[config.mk]
export PLATFORM = sky130hd
export DESIGN_NAME = alu_div8b
export DESIGN_NICKNAME = d
export VERILOG_FILES = /design/src/rtl/alu_div8b.sv
export SDC_FILE = /design/constraint.sdc
export NUM_CORES = 1
export LEC_CHECK = 0
export CAP_MARGIN = 0
export CELL_PAD_IN_SITES_DETAIL_PLACEMENT = 1
export CELL_PAD_IN_SITES_GLOBAL_PLACEMENT = 1
export CORE_MARGIN = 4
export CORE_UTILIZATION = 43
export CTS_CLUSTER_SIZE = 25
export DETAILED_ROUTE_END_ITERATION = 16
export GPL_ROUTABILITY_DRIVEN = 0
export GPL_TIMING_DRIVEN = 0
export PLACE_DENSITY_LB_ADDON = 0.3
export SYNTH_ARGS = -nofsm -noshare
export SYNTH_HDL_FRONTEND = slang
export SYNTH_SLANG_ARGS = --single-unit
[constraint.sdc]
create_clock -name iCLK -period 6.1 [get_ports iCLK]
set_clock_uncertainty 0.1 [all_clocks]
set_input_delay 1.83 -clock iCLK [delete_from_list [all_inputs] [get_ports iCLK]]
set_output_delay 1.83 -clock iCLK [all_outputs]
set_load 0.03 [all_outputs]
[src/rtl/alu_div8b.sv]
// Multi-cycle unsigned restoring divider: one quotient bit per clock,
// start/busy/done handshake, results held until the next accepted start.
module alu_div8b #(
    parameter int DATASIZE = 8
) (
    input  logic                iCLK,
    input  logic                iRST,
    input  logic                iStart,
    input  logic [DATASIZE-1:0] iDvd,
    input  logic [DATASIZE-1:0] iDvs,
    output logic [DATASIZE-1:0] oQuo,
    output logic [DATASIZE-1:0] oRem,
    output logic                oBusy,
    output logic                oDone,
    output logic                oDivZ
);

    localparam int CW = $clog2(DATASIZE + 1);
    localparam logic [CW-1:0] LAST = CW'(DATASIZE - 1);

    typedef enum logic [1:0] {IDLE, CALC, DONE} state_t;

    state_t                state_q, state_d;
    logic [CW-1:0]         cnt_q, cnt_d;
    logic [DATASIZE-1:0]   prem_q, prem_d;
    logic [DATASIZE-1:0]   sdvd_q, sdvd_d;
    logic [DATASIZE-1:0]   dvs_q, dvs_d;
    logic [DATASIZE-1:0]   quo_q, quo_d;
    logic [DATASIZE-1:0]   rem_q, rem_d;
    logic                  busy_q, busy_d;
    logic                  done_q, done_d;
    logic                  divz_q, divz_d;

    logic [DATASIZE:0]     shifted;
    logic [DATASIZE+1:0]   diff;
    logic                  borrow;
    logic [DATASIZE-1:0]   iter_rem;
    logic [DATASIZE:0]     iter_dvd;

    // Trial subtraction as A + ~B + 1 one bit wider than the shifted
    // remainder; the extra carry-out bit tells us whether a borrow occurred.
    always_comb begin
        shifted  = {prem_q, sdvd_q[DATASIZE-1]};
        diff     = {1'b0, shifted} + {1'b0, ~{1'b0, dvs_q}} + {{(DATASIZE+1){1'b0}}, 1'b1};
        borrow   = ~diff[DATASIZE+1];
        iter_rem = borrow ? shifted[DATASIZE-1:0] : diff[DATASIZE-1:0];
        iter_dvd = {sdvd_q, ~borrow};
    end

    always_comb begin
        state_d = state_q;
        cnt_d   = cnt_q;
        prem_d  = prem_q;
        sdvd_d  = sdvd_q;
        dvs_d   = dvs_q;
        quo_d   = quo_q;
        rem_d   = rem_q;
        busy_d  = busy_q;
        done_d  = 1'b0;
        divz_d  = divz_q;
        case (state_q)
            IDLE, DONE: begin
                state_d = IDLE;
                if (iStart) begin
                    sdvd_d = iDvd;
                    dvs_d  = iDvs;
                    prem_d = '0;
                    cnt_d  = '0;
                    if (iDvs != '0) begin
                        state_d = CALC;
                        busy_d  = 1'b1;
                        divz_d  = 1'b0;
                    end else begin
                        state_d = DONE;
                        busy_d  = 1'b0;
                        done_d  = 1'b1;
                        divz_d  = 1'b1;
                        quo_d   = '1;
                        rem_d   = iDvd;
                    end
                end
            end
            CALC: begin
                prem_d = iter_rem;
                sdvd_d = iter_dvd[DATASIZE-1:0];
                cnt_d  = cnt_q + CW'(1);
                if (cnt_q == LAST) begin
                    state_d = DONE;
                    quo_d   = iter_dvd[DATASIZE-1:0];
                    rem_d   = iter_rem;
                    busy_d  = 1'b0;
                    done_d  = 1'b1;
                end
            end
            default: state_d = IDLE;
        endcase
    end

    always_ff @(posedge iCLK) begin
        if (iRST) begin
            state_q <= IDLE;
            cnt_q   <= '0;
            prem_q  <= '0;
            sdvd_q  <= '0;
            dvs_q   <= '0;
            quo_q   <= '0;
            rem_q   <= '0;
            busy_q  <= 1'b0;
            done_q  <= 1'b0;
            divz_q  <= 1'b0;
        end else begin
            state_q <= state_d;
            cnt_q   <= cnt_d;
            prem_q  <= prem_d;
            sdvd_q  <= sdvd_d;
            dvs_q   <= dvs_d;
            quo_q   <= quo_d;
            rem_q   <= rem_d;
            busy_q  <= busy_d;
            done_q  <= done_d;
            divz_q  <= divz_d;
        end
    end

    assign oQuo  = quo_q;
    assign oRem  = rem_q;
    assign oBusy = busy_q;
    assign oDone = done_q;
    assign oDivZ = divz_q;

endmodule
==> flow_summary.yaml, run 1 <==
cts:
  postCtsSetupBuffers: 0
  cts.clk_slew.worst_paths_ns: 0.09
  cts_made_buffers: 5
  cts_root_buf: "clkbuf_8"
  holdBufCountCts: 0
  cts_buffer_depth: 2
  cts.repair.resized: 0
  cts_tree: "built"
  worstSkewPairLatency_ns: 0.31
  cts.sinks: 49
  htree_levels: 2
power_and_ir_drop:
  peakVddDrop_v: 0.0000925
  leakagePower_nw: 1.19
  power_density_mw_per_mm2: 251
floorplanning:
  start_util_pct: 44.0
  fp.dieW_microns: 85.6
  rows: 28
  die_height_microns: 85.6
  io_pins: 38
  core_sq_mm: 0.00589
  dieArea_sq_mm: 0.00733
placement:
  port_buffers: 37
  dpl.hpwl_microns: 5580
  place_inst: 422
worst_hold_path:
  min-delay-start: "dvs_q[6]"
  holdPathEnd: "dvs_q[6]"
  worstHoldPathCells: 2
  hold_class: "flip-flop to flip-flop"
worst_setup_path:
  endpoint_kind: "flip-flop"
  crit_slowest_cell: "clkdlybuf4s50_1"
  r2r-end: "oRem[6]"
  ff2ff_setup_slack_ns: 3.83
  r2r-start: "sdvd_q[7]"
  max_stage_delay_ns: 0.43
  cp-startpoint: "iDvs[3]"
  r2r.worst_path.cells: 8
  critPathLaunchType: "input pin"
  cp.arrival_ns: 3.59
  critical_path_class: "input pin to flip-flop"
  cp_max_fo: 10
  cp_cell_sequence: "clkdlybuf4s50_1, nor4_2, nand3_1, buf_2, nand3b_1, o21ai_1, a211oi_1"
  worstPathRequired_ns: 6.21
synth:
  synth.yosys.warnings: 0
  async_flop_share_pct: 0
  synth_edf_count: 0
  synth_most_common_cell: "dfxtp_1"
  ys_ff_latch: 49
  synthFlopType: "dfxtp_1"
  synth_seq_area_share_pct: 37.9
  synth_compound_area_share_pct: 20.5
  synthSimpleGateAreaFrac_pct: 26.9
  synthTopCellsByArea: "dfxtp_1, nand2_1, nor2_1"
  synth_nets: 339
  yosys-mux-area-fraction_pct: 1.16
  synth-xor-area-share_pct: 1.01
  synthDistinctLibCells: 60
  syn_area_per_cell_sq_um: 8.36
  netlist_area_sq_mm: 0.00259
  synth_area_leader_cell: "dfxtp_1"
  synth_top_area_share_pct: 37.9
  synthCells: 310
  synth_top_family_by_area: "simple AND/OR/NAND/NOR gates"
  synth_commonest_cells: "dfxtp_1, nand2_1, nor2_1, a21oi_1, inv_1"
  synthAdderAreaFrac_pct: 5.12
global_route:
  grt_use_total_pct: 21.4
  grt_overflow_total: 0
  antenna_found_initial: 0
  grt_max_degree: 17
  grt_pass1_vias: 2602
  grt_pass1_wl_microns: 12500
finish:
  layout-drive-gt1-share_pct: 11.3
  nNetsFinal: 383
  areaGrowthSynthToFinish_pct: 22.3
  n_antenna_cell: 0
  utilization_pct: 53.8
  fin_cells: 430
detailed_routing:
  routedWlPerCell_microns: 17.1
  wirelength_microns: 7340
  drtAntennaViolNets: 0
  drt-initial-drc-count: 135
  vias: 2417
  drt-pass1-iter-count: 4
  drc_errors: 0
  viasPerCell: 5.62
run_status:
  status: "complete, no violations"
timing:
  slew_violations: 0
  fmax_ghz: 0.288
  fin_crit_ns: 3.48
  tightest_slew_ns: 0.725
  hold_viol_final: 0
  setup_viol: 0
  rsz0062_at_grt: "no"
  setup_tns_ns: 0
  period_share_pct: 57.0
  max_slew_margin_pct: 51.7
flow_run:
  max_cap_violations: 0
layout by cell type (no fill, tap or decap), types with 6 or more instances in the layout:
| master | instances |
|---|---|
| nand2_1 | 43 |
| nand2b_1 | 7 |
| a21oi_1 | 20 |
| clkdlybuf4s50_1 | 37 |
| nand3_1 | 10 |
| o21ai_1 | 6 |
| buf_2 | 6 |
| nor2_1 | 36 |
| ha_1 | 9 |
| clkbuf_1 | 9 |
| dfxtp_1 | 49 |
| a311oi_1 | 11 |
| inv_1 | 15 |
worst max path at each step:
stage | to | cells after the start
4_1_cts | oRem[6] | 7
3_3_place_gp | oRem[2] | 7
3_5_place_dp | oRem[6] | 7
5_1_grt | oRem[6] | 7
6_report | oRem[6] | 7
2_1_floorplan | oRem[6] | 6
worst max-delay path: cells and delay by family:
kind / cells / cell delay (ns)
compound gates: 2 / 0.28
buf+inv: 2 / 0.71
simple gates: 3 / 0.77
sequential cells by signal, indices dropped and copies added (netlist names):
signal   flops
oRem         8
sdvd_q       8
oDone        1
prem_q       8
state_q      2
cnt_q        4
oDivZ        1
dvs_q        8
oQuo         8
oBusy        1
layer usage:
metal  vias up  global-route usage, %  part of all wire [%]
met5         -                      0                     0
met4         0                   5.76                  0.82
met1      1181                   26.7                    45
li1       1182                      -                     -
met2        48                   38.1                    50
met3         6                   3.46                   4.0
logic make-up (layout without fill, tap and decap cells):
| group | count (synthesis) | in the layout |
|---|---|---|
| buf+inv | 38 | 83 |
| xor+xnor | 3 | 3 |
| mux | 3 | 3 |
| fa+ha+maj | 10 | 10 |
| compound gates | 73 | 73 |
| simple gates | 134 | 134 |
| flops | 49 | 49 |
final cells by class:
| cell class | count | area, sq um |
|---|---|---|
| fill | 731 | 2720 |
| multi-input combinational | 223 | 1420 |
| sequential | 49 | 981 |
| timing repair buffer | 37 | 370 |
| buffer | 22 | 131 |
| tap | 75 | 93.8 |
| clock buffer | 5 | 68.8 |
| inverter | 16 | 60.1 |
| clock inverter | 3 | 43.8 |
where the power goes:
part / internal (W) / leakage [nW] / switching [W]
Combinational: 0.0000872 / 0.736 / 0.000122
Clock: 0.000123 / 0.0585 / 0.000116
Sequential: 0.000335 / 0.399 / 0.0000126
stage by stage:
stage | setup WS [ns] | hold WS (ns) | cell area [sq um] | total power, W
6_report | 2.62 | 0.361 | 3170 | 0.000796
5_1_grt | 2.45 | 0.400 | 3170 | 0.000838
4_1_cts | 2.59 | 0.367 | 3170 | 0.000799
3_5_place_dp | 2.28 | 0.353 | 3060 | 0.000563
3_3_place_gp | 2.35 | 0.345 | 3060 | 0.000555
2_1_floorplan | 3.04 | 0.336 | 2590 | 0.000501
No activity file was read; power rests on OpenSTA's default activity.
==> inputs of run 2 (changes only) <==
--- a/config.mk
+++ b/config.mk
@@ -9,7 +9,7 @@
 export CELL_PAD_IN_SITES_DETAIL_PLACEMENT = 1
 export CELL_PAD_IN_SITES_GLOBAL_PLACEMENT = 1
 export CORE_MARGIN = 4
-export CORE_UTILIZATION = 43
+export CORE_UTILIZATION = 36
 export CTS_CLUSTER_SIZE = 25
 export DETAILED_ROUTE_END_ITERATION = 16
 export GPL_ROUTABILITY_DRIVEN = 0
==> constraint.sdc (replaced) <==
create_clock -name iCLK -period 2.95 [get_ports iCLK]
set_clock_uncertainty 0.1 [all_clocks]
set_input_delay 0.885 -clock iCLK [delete_from_list [all_inputs] [get_ports iCLK]]
set_output_delay 0.885 -clock iCLK [all_outputs]
set_load 0.03 [all_outputs]
==> run 2 against run 1 <==
Worst hold slack gained 0.0042 ns. Critical path depth shrank 1. Combinational power grew 110%. Clock power grew 82%. Core utilization shrank 7.8 points. Setup slack lost 2.2 ns. Sequential share of layout area shrank 0.098 points.
==> flow_summary.yaml, run 2 (synthesis results as in run 1) <==
placement:
  dpl.hpwl_microns: 5730
  port_buffers: 37
timing:
  setup_tns_ns: 0
  fin_crit_ns: 2.58
  tightest_slew_ns: 0.658
  period_share_pct: 87.4
  hold_ws_ns: 0.365
  setup_viol: 0
  hold_viol_final: 0
  max_slew_margin_pct: 56.1
  fmax_ghz: 0.388
  slew_violations: 0
  rsz0062_at_grt: "no"
floorplanning:
  die_height_microns: 92.8
  start_util_pct: 37.5
  io_pins: 38
  core_sq_mm: 0.00691
  fp.dieW_microns: 92.8
  dieArea_sq_mm: 0.00862
  rows: 30
detailed_routing:
  drt-initial-drc-count: 117
  vias: 2437
  wirelength_microns: 7500
  drc_errors: 0
  drtAntennaViolNets: 0
  viasPerCell: 5.40
  drt-pass1-iter-count: 4
  routedWlPerCell_microns: 16.6
global_route:
  antenna_found_initial: 0
  grt_use_total_pct: 18.4
  grt_max_degree: 16
  grt_pass1_vias: 2491
  grt_overflow_total: 0
  grt_pass1_wl_microns: 12500
cts:
  cts.clk_slew.worst_paths_ns: 0.10
  postCtsSetupBuffers: 0
  cts_tree: "built"
  cts.sinks: 49
  worstSkewPairLatency_ns: 0.32
  cts.repair.resized: 0
  htree_levels: 2
  cts_root_buf: "clkbuf_8"
  holdBufCountCts: 0
  cts_made_buffers: 5
  cts_buffer_depth: 2
worst_setup_path:
  worstPathRequired_ns: 3.07
  critical_path_class: "input pin to flip-flop"
  cp_max_fo: 10
  critPathLaunchType: "input pin"
  endpoint_kind: "flip-flop"
  cp.arrival_ns: 2.70
power_and_ir_drop:
  peakVddDrop_v: 0.000290
  total_power_w: 0.00159
  leakagePower_nw: 1.19
  power_density_mw_per_mm2: 499
finish:
  final_common_cell: "dfxtp_1"
  nNetsFinal: 383
  fill_cells: 877
  final_cell_mix: "dfxtp_1, nand2_1, clkdlybuf4s50_1, nor2_1, a21oi_1"
  n_antenna_cell: 0
  layout-drive-gt1-share_pct: 11.3
  areaGrowthSynthToFinish_pct: 22.6
run_status:
  status: "complete, no violations"
worst_hold_path:
  hold_class: "flip-flop to flip-flop"
flow_run:
  max_cap_violations: 0
==> run 2: cell types whose count changed in the layout (fill, tap and decap cells not counted) <==
cell	delta
bufinv_16	-1
clkbuf_8	+1
clkinv_4	+1
inv_6	-1
==> run 2: where the power goes <==
group | internal (W) | leakage, nW | total (W) | switching, W
clock network | 0.000191 | 0.0512 | 0.000435 | 0.000244
logic | 0.000180 | 0.736 | 0.000434 | 0.000254
registers | 0.000692 | 0.399 | 0.000717 | 0.0000252
total | 0.00106 | 1.19 | 0.00159 | 0.000524
==> run 2: per-layer routing <==
layer	up-vias	share of wire (%)	global-route usage [%]
met3	6	4.2	3.01
met5	-	0	0
met2	48	47	30.5
met1	1197	47	24.6
met4	0	1.4	5.62
li1	1186	-	-
==> run 2: final cells by class <==
class                           count  area, sq um  area share (%)
Multi-Input combinational cell    223         1420            44.6
Sequential cell                    49          981            30.9
Timing Repair Buffer               37          370            11.7
Buffer                             22          131            4.13
Tap cell                           96          120            3.78
Clock buffer                        6         82.6            2.60
Inverter                           16         60.1            1.89
Clock inverter                      2         13.8           0.433
==> run 2: critical path: stages <==
cell             delay (ns)
clkdlybuf4s50_1        0.47
nor2b_1                0.18
clkbuf_1               0.45
buf_2                  0.33
nand2_1                0.08
a311oi_1               0.30
==> run 2: through the flow <==
stage	worst slack (ns)	utilization [%]	cell area [sq um]	instances
global placement	0.122	44.6	3080	443
floorplan	0.834	-	2590	310
detailed placement	0.0358	44.6	3080	443
finish	0.373	46.0	3180	451
global route	0.220	46.0	3180	451
CTS	0.348	46.0	3180	451
==> run 2: path summary, 6_finish.rpt <==
kind / start / endpoint / slack, ns / cells past startpoint
max reg2reg: sdvd_q[7] / oRem[4] / 0.74 / 8
min reg2reg: prem_q[7] / prem_q[7] / 0.36 / 2
max: iStart / sdvd_q[7] / 0.37 / 6
min: prem_q[7] / prem_q[7] / 0.36 / 2
